===== src/rtl/fire_expand_scheduler.sv =====
// Shared fire2/fire3 expand MAC array scheduler: grants fire2 then fire3, walks pixel/channel addresses.
// Latency: enable rises the cycle after a sampled request; back-pressure stalls only at pixel boundaries.
module fire_expand_scheduler #(
    parameter int WOUT  = 64,
    parameter int CHIN  = 16,
    parameter int DRAIN = 4
) (
    input  logic                            clk,
    input  logic                            rst,
    input  logic                            fire2_req_i,
    input  logic                            fire3_req_i,
    input  logic                            ram_ready_i,
    output logic                            fire2_en_o,
    output logic                            fire3_en_o,
    output logic [$clog2(WOUT*WOUT)-1:0]    pix_addr_o,
    output logic [$clog2(CHIN+1)-1:0]       ch_addr_o,
    output logic                            sel_o,
    output logic                            busy_o,
    output logic                            fire2_done_o,
    output logic                            fire3_done_o
);

    localparam int PIXW = $clog2(WOUT*WOUT);
    localparam int CHW  = $clog2(CHIN+1);
    localparam int DW   = $clog2(DRAIN+1);

    localparam logic [PIXW-1:0] PIX_LAST   = PIXW'(WOUT*WOUT-1);
    localparam logic [CHW-1:0]  CH_LAST    = CHW'(CHIN);
    localparam logic [DW-1:0]   DRAIN_LAST = DW'(DRAIN-1);

    typedef enum logic [2:0] {
        S_IDLE,
        S_RUN,
        S_STALL,
        S_DRAIN,
        S_DONE
    } state_t;

    state_t          r_state,   w_state_nxt;
    logic [PIXW-1:0] r_pix,     w_pix_nxt;
    logic [CHW-1:0]  r_ch,      w_ch_nxt;
    logic            r_sel,     w_sel_nxt;
    logic            r_served2, w_served2_nxt;
    logic            r_served3, w_served3_nxt;
    logic [DW-1:0]   r_drain,   w_drain_nxt;

    logic w_fire2_en;
    logic w_fire3_en;
    logic w_busy;
    logic w_fire2_done;
    logic w_fire3_done;

    always_ff @(posedge clk) begin
        if (!rst) begin
            r_state   <= S_IDLE;
            r_pix     <= '0;
            r_ch      <= '0;
            r_sel     <= 1'b0;
            r_served2 <= 1'b0;
            r_served3 <= 1'b0;
            r_drain   <= '0;
        end else begin
            r_state   <= w_state_nxt;
            r_pix     <= w_pix_nxt;
            r_ch      <= w_ch_nxt;
            r_sel     <= w_sel_nxt;
            r_served2 <= w_served2_nxt;
            r_served3 <= w_served3_nxt;
            r_drain   <= w_drain_nxt;
        end
    end

    always_comb begin
        w_state_nxt   = r_state;
        w_pix_nxt     = r_pix;
        w_ch_nxt      = r_ch;
        w_sel_nxt     = r_sel;
        w_served2_nxt = r_served2;
        w_served3_nxt = r_served3;
        w_drain_nxt   = r_drain;
        w_fire2_en    = 1'b0;
        w_fire3_en    = 1'b0;
        w_busy        = 1'b1;
        w_fire2_done  = 1'b0;
        w_fire3_done  = 1'b0;

        case (r_state)
            S_IDLE: begin
                w_busy = 1'b0;
                // fire3 may only follow a completed fire2 layer
                if (fire2_req_i && !r_served2) begin
                    w_state_nxt = S_RUN;
                    w_sel_nxt   = 1'b0;
                    w_pix_nxt   = '0;
                    w_ch_nxt    = '0;
                end else if (fire3_req_i && r_served2 && !r_served3) begin
                    w_state_nxt = S_RUN;
                    w_sel_nxt   = 1'b1;
                    w_pix_nxt   = '0;
                    w_ch_nxt    = '0;
                end
            end
            S_RUN: begin
                w_fire2_en = !r_sel;
                w_fire3_en = r_sel;
                if (r_ch == CH_LAST) begin
                    w_ch_nxt = '0;
                    if (r_pix == PIX_LAST) begin
                        w_state_nxt = S_DRAIN;
                        w_drain_nxt = '0;
                    end else begin
                        w_pix_nxt = r_pix + PIXW'(1);
                        if (!ram_ready_i) begin
                            w_state_nxt = S_STALL;
                        end
                    end
                end else begin
                    w_ch_nxt = r_ch + CHW'(1);
                end
            end
            S_STALL: begin
                if (ram_ready_i) begin
                    w_state_nxt = S_RUN;
                end
            end
            S_DRAIN: begin
                // lets the final clear slot flow through the datapath pipeline
                if (r_drain == DRAIN_LAST) begin
                    w_state_nxt = S_DONE;
                    w_drain_nxt = '0;
                end else begin
                    w_drain_nxt = r_drain + DW'(1);
                end
            end
            S_DONE: begin
                w_fire2_done = !r_sel;
                w_fire3_done = r_sel;
                if (r_sel) begin
                    w_served3_nxt = 1'b1;
                end else begin
                    w_served2_nxt = 1'b1;
                end
                w_pix_nxt   = '0;
                w_state_nxt = S_IDLE;
            end
            default: begin
                w_state_nxt = S_IDLE;
            end
        endcase
    end

    assign fire2_en_o   = w_fire2_en;
    assign fire3_en_o   = w_fire3_en;
    assign busy_o       = w_busy;
    assign fire2_done_o = w_fire2_done;
    assign fire3_done_o = w_fire3_done;
    assign pix_addr_o   = r_pix;
    assign ch_addr_o    = r_ch;
    assign sel_o        = r_sel;

endmodule


===== config.mk =====
export PLATFORM = sky130hd
export DESIGN_NAME = fire_expand_scheduler
export DESIGN_NICKNAME = d
export VERILOG_FILES = /design/src/rtl/fire_expand_scheduler.sv
export SDC_FILE = /design/constraint.sdc
export NUM_CORES = 1
export LEC_CHECK = 0
export CORE_AREA = 2 2 78 80
export DETAILED_ROUTE_END_ITERATION = 10
export DIE_AREA = 0 0 80 82
export PLACE_DENSITY_LB_ADDON = 0.08
export SYNTH_ARGS = -nofsm -noshare
export SYNTH_HDL_FRONTEND = slang
export SYNTH_SLANG_ARGS = --single-unit

===== constraint.sdc =====
create_clock -name clk -period 2.8 [get_ports clk]
set_input_delay 0.42 -clock clk [delete_from_list [all_inputs] [get_ports clk]]
set_output_delay 0.42 -clock clk [all_outputs]
set_load 0.01 [all_outputs]

==> results of run 1 <==
==> synth_stat cells, drive strengths merged (3+ instances only) <==
master | count | area share, %
and3 | 3 | 1.4
nand3 | 9 | 3.3
nand4 | 4 | 1.8
o211ai | 4 | 2.2
o31ai | 5 | 2.7
nor2 | 19 | 5.2
nand2b | 7 | 3.7
dfxtp | 26 | 38
ha | 4 | 3.6
o21ai | 11 | 4.0
nor2b | 5 | 2.3
nand2 | 13 | 3.5
a21oi | 11 | 4.0
or3 | 4 | 1.8
or4 | 7 | 3.8
nor3 | 3 | 1.1
inv | 6 | 1.6
buf | 4 | 1.9
clkbuf | 3 | 0.81
==> through the flow <==
step | utilization [%] | hold WS, ns | cell area [um^2] | worst slack (ns) | total power, W
floorplan | - | 0.433 | 1380 | 0.873 | 0.000432
detailed placement | 29.9 | 0.471 | 1720 | 0.275 | 0.000459
global route | 30.6 | 0.516 | 1760 | 0.377 | 0.000698
global placement | 29.9 | 0.465 | 1720 | 0.333 | 0.000458
CTS | 30.6 | 0.488 | 1760 | 0.503 | 0.000681
finish | 30.6 | 0.480 | 1760 | 0.526 | 0.000666
==> sequential cells by signal, summed over array words and instances (netlist names) <==
name	flops
sel_o	1
r_served3	1
pix_addr_o	12
r_drain	3
ch_addr_o	5
r_state	3
r_served2	1
==> layer usage <==
metal  vias to the layer above  track usage, %  share of wire [%]
met4                         0            4.24               0.74
met3                         2            1.87                4.3
li1                        679               -                  -
met1                       621            14.3                 48
met2                        25            18.9                 46
met5                         -               0                  0
==> worst max path at each step <==
| stage | depth (start not counted) | slack (ns) | to | startpoint |
|---|---|---|---|---|
| after global placement | 6 | 0.33 | pix_addr_o[7]$_SDFFE_PN0P_ | fire2_req_i |
| final | 7 | 0.53 | pix_addr_o[9]$_SDFFE_PN0P_ | ch_addr_o[0]$_SDFFE_PN0P_ |
| after global routing | 7 | 0.38 | pix_addr_o[7]$_SDFFE_PN0P_ | ch_addr_o[0]$_SDFFE_PN0P_ |
| after CTS | 7 | 0.50 | pix_addr_o[9]$_SDFFE_PN0P_ | ch_addr_o[0]$_SDFFE_PN0P_ |
| after floorplan | 8 | 0.87 | pix_addr_o[10]$_SDFFE_PN0P_ | ch_addr_o[0]$_SDFFE_PN0P_ |
| after detailed placement | 6 | 0.28 | pix_addr_o[11]$_SDFFE_PN0P_ | fire2_req_i |
==> area by class of cell <==
type | count | area, um^2
Inverter | 6 | 22.5
Timing Repair Buffer | 28 | 278
Multi-Input combinational cell | 132 | 802
Tap cell | 75 | 93.8
Clock buffer | 3 | 41.3
Fill cell | 632 | 3990
Sequential cell | 26 | 520
==> cell families after synthesis <==
family | share of synthesized area (%)
buf+inv | 4.34
xor+xnor | 0.634
mux | 0.724
flops | 37.6
fa+ha+maj | 3.62
simple gates | 33.2
compound gates | 19.8
==> critical path, cell delays in order (launching register included) <==
cell and delay (ns):
dfxtp_1 0.34, inv_1 0.09, ha_1 0.17, and4bb_1 0.29
nand2b_1 0.08, a211o_1 0.54, or4_1 0.55, a21oi_1 0.15
==> report_power, final <==
part           switching, W  internal, W  leakage (nW)
registers        0.00000735     0.000374         0.210
clock network      0.000120    0.0000965        0.0216
logic             0.0000379    0.0000303         0.369
total              0.000165     0.000500         0.601
==> impl_metrics.tcl, run 1 <==
set metrics [dict create \
    diodes 0 \
    final_cell_mix "27 x clkdlybuf4s50_1, 26 x dfxtp_1, 19 x nor2_1" \
    grt_pass1_wl_um 5750 \
    clk_pin_slew_worst_paths_ns 0.09 \
    hold_viol_final 0 \
    post_cts_buffers 0 \
    ff2ff_setup_slack_ns 0.53 \
    synth_nets 180 \
    drive_gt1_share_pct 3.59 \
    syn_inst 171 \
    cts_root_buf "clkbuf_8" \
    worst-path-max-fanout 23 \
    tritoncts "yes" \
    cellLeakagePower_nw 0.601 \
    ys_ff_latch 26 \
    place_hpwl_um 2590 \
    yosys_warnings 0 \
    cp_data_required_time_ns 3.00 \
    min_path_cells 2 \
    rsz0062_at_grt "no" \
    layout_commonest_cell "clkdlybuf4s50_1" \
    max_slew.worst_pin.slew_ns 0.625 \
    rows 28 \
    die_area_um2 6560 \
    core_area_um2 5750 \
    setup_viol 0 \
    num_vias 1327 \
    p_per_area_nw_per_um2 379 \
    hold_class "flop to flop" \
    postSynthAreaPerCell_um2 8.09 \
    clk_latency_ns 0.27 \
    r2r_start "ch_addr_o[0]$_SDFFE_PN0P_" \
    h-tree-depth 1 \
    reg2reg_depth 7 \
    fin_crit_sh_pct 81.2 \
    grt_pass1_vias 1253 \
    synthArstFlopShare_pct 0 \
    finalCriticalPeriod_ns 2.27 \
    drt_pass1_iterations 6 \
    hold_buffers 0 \
    outcome "finished clean" \
    max_slew_margin_pct 58.3 \
    critical_path_arrival_ns 2.48 \
    layoutNonFillerInstCount 270 \
    gr-total-overflow 0 \
    ys.flop_type "dfxtp_1" \
    crit_type "flop to flop" \
    synth_seq_area_share_pct 37.6 \
    regToRegEndpoint "pix_addr_o[9]$_SDFFE_PN0P_" \
    cts.sinks 26 \
    place_congestion 0.798 \
    dp.cells 267 \
    fp.dieH_um 82 \
    tns_ns 0 \
    holdCritStartpoint "r_drain[2]$_SDFFE_PN0P_" \
    drt_iter0_drc 53 \
    io_buffers 27 \
    end_kind "flop" \
    wirelength_um 3520 \
    drv_cap 0 \
    io_pins 28 \
    cp-start-kind "flop" \
    die_x_um 80 \
    synth_cell_types 39 \
    postRouteAntennaNets 0 \
    synth_edf_count 0 \
    route.detailed.drc 0 \
    start_util_pct 24.1 \
    cts_buffer_depth 2 \
    fmaxAchievable_mhz 440 \
    slew_viol_final 0 \
    viasPerCell 4.91 \
    skew_ns 0.00639 \
    avgRoutedWirePerCell_um 13.0 \
    syn_to_final_growth_pct 27.1 \
    hold_end "r_drain[2]$_SDFFE_PN0P_" \
    grt_use_total_pct 11.2 \
    fin_nets 206 \
    grt_max_degree 24 \
    antenna_found_initial 0 \
    ctsResizeCount 0 \
    synth_area_um2 1380 \
    cts_buffers 3 \
    ir_worst_vdd_mv 0.130 \
]
No activity file was read; power rests on OpenSTA's default activity.
==> run 2: changes to the inputs <==
clock period = 2 ns   (was 2.8 ns; I/O delays follow)
==> impl_metrics.tcl, run 2 (synthesis gave the netlist of run 1 again) <==
set metrics [dict create \
    place_hpwl_um 2960 \
    core_area_um2 5750 \
    layout_commonest_cell "buf_4" \
    syn_to_final_growth_pct 49.2 \
    cpLargestDelayFamily "simple AND/OR/NAND/NOR gates" \
    crit_path_max_incr_delay_ns 0.49 \
    rows 28 \
    cts_root_buf "clkbuf_8" \
    h-tree-depth 1 \
    critical_path_arrival_ns 2.19 \
    cts_buffer_depth 2 \
    p_per_area_nw_per_um2 497 \
    worst-path-max-fanout 7 \
    drive_gt1_share_pct 25.0 \
    die_area_um2 6560 \
    setup_slack_ns 0.0250 \
    max_slew_margin_pct 65.9 \
    antenna_found_initial 0 \
    grt_max_degree 15 \
    max_slew.worst_pin.slew_ns 0.507 \
    cts.sinks 26 \
    largest_reg_flops 12 \
    hold_class "flop to flop" \
    crit_path_cell_trace "inv_2 -> ha_4 -> and4bb_1 -> nand2b_1 -> a211o_4 -> or4_4 -> a21oi_2" \
    crit_type "flop to flop" \
    drv_cap 0 \
    p_total_w 0.00103 \
    viasPerCell 4.98 \
    fin_crit_sh_pct 98.7 \
    skew_ns 0.00482 \
    num_vias 1489 \
    grt_pass1_vias 1389 \
    clk_pin_slew_worst_paths_ns 0.10 \
    cp-start-kind "flop" \
    outcome "finished clean" \
    place_congestion 0.851 \
    rsz0062_at_grt "yes" \
    diodes 0 \
    clk_latency_ns 0.28 \
    fillCellCount 613 \
    fin_nets 234 \
    drt_pass1_iterations 4 \
    finalCriticalPeriod_ns 1.97 \
    cts_buffers 3 \
    avgRoutedWirePerCell_um 13.7 \
    die_x_um 80 \
    gr-total-overflow 0 \
    ff2ff_setup_slack_ns 0.03 \
    slowest_stage "or4_4" \
    end_kind "flop" \
    wirelength_um 4100 \
    tritoncts "yes" \
    worst-path-buf-inv 1 \
    cp_data_required_time_ns 2.22 \
    pre_cts_ws_ns -0.303 \
    ir_worst_vdd_mv 0.221 \
    fmaxAchievable_mhz 506 \
    drt_iter0_drc 78 \
    grt_use_total_pct 12.4 \
    setup_viol 0 \
    route.detailed.drc 0 \
    final_cell_mix "28 x buf_4, 24 x clkdlybuf4s50_1, 22 x dfxtp_1" \
    fp.dieH_um 82 \
    io_pins 28 \
    slew_viol_final 0 \
    grt_pass1_wl_um 6340 \
    start_util_pct 24.1 \
    io_buffers 27 \
    postRouteAntennaNets 0 \
    cellLeakagePower_nw 0.799 \
    hold_viol_final 0 \
]
## run 2: cell types whose count changed in the layout (fill, tap and decap cells not counted), moves of 3 or more
cell             previous run  this run
buf_4                       1        28
a21oi_1                    11         7
a21oi_2                     0         4
dfxtp_1                    26        22
dfxtp_2                     0         4
clkdlybuf4s50_1            27        24
## run 2: cell type report
class                   instances  area, um^2  share of cell area [%]
clock buffers                   4        55.1                    2.67
inverters                       6        22.5                    1.09
multi-input cells             133         882                    42.8
flip-flops and latches         26         526                    25.5
well taps                      75        93.8                    4.55
repair buffers                 55         484                    23.5
## run 2: stage by stage
step	TNS [ns]	cell area (um^2)	std cells	utilization (%)	hold WS (ns)
2_1_floorplan	0	1380	171	-	0.433
4_1_cts	-0.0826	1980	297	34.4	0.483
5_1_grt	-0.131	2060	299	35.9	0.515
3_5_place_dp	-2.62	1910	293	33.3	0.460
6_report	0	2060	299	35.9	0.477
3_3_place_gp	-2.27	1910	293	33.3	0.457
## run 2: final timing paths
path	start	endpoint	cells past startpoint
hold reg to reg	r_served3$_SDFFE_PN0P_	r_served3$_SDFFE_PN0P_	1
setup / recovery	ch_addr_o[0]$_SDFFE_PN0P_	pix_addr_o[9]$_SDFFE_PN0P_	7
hold / removal	r_served3$_SDFFE_PN0P_	r_served3$_SDFFE_PN0P_	1
setup reg to reg	ch_addr_o[0]$_SDFFE_PN0P_	pix_addr_o[9]$_SDFFE_PN0P_	7
## run 2: power by group
| group | switching [W] | internal [W] |
|---|---|---|
| Combinational | 0.0000703 | 0.0000722 |
| Clock | 0.000177 | 0.000176 |
| Sequential | 0.00000576 | 0.000524 |
| Total | 0.000253 | 0.000772 |
## run 2: worst register-to-register path, cell delays in order (launching register included)
cell,delay (ns)
dfxtp_2,0.33
inv_2,0.07
ha_4,0.13
and4bb_1,0.24
nand2b_1,0.13
a211o_4,0.40
or4_4,0.49
a21oi_2,0.14
## run 2: layer usage
metal,vias up,track usage (%),wire [um]
li1,738,-,-
met1,718,15.2,1930
met2,29,21.6,1950
met3,4,2.31,178
met4,0,5.08,40
met5,-,0,0
## run 2: repair_timing
item                       in CTS  in global routing
setup buffers                   0                  1
hold buffers                    0                  0
setup endpoints to repair      12                 12
gates cloned                    0                  1
pin swaps                       2                  7
resized for setup               4                 22
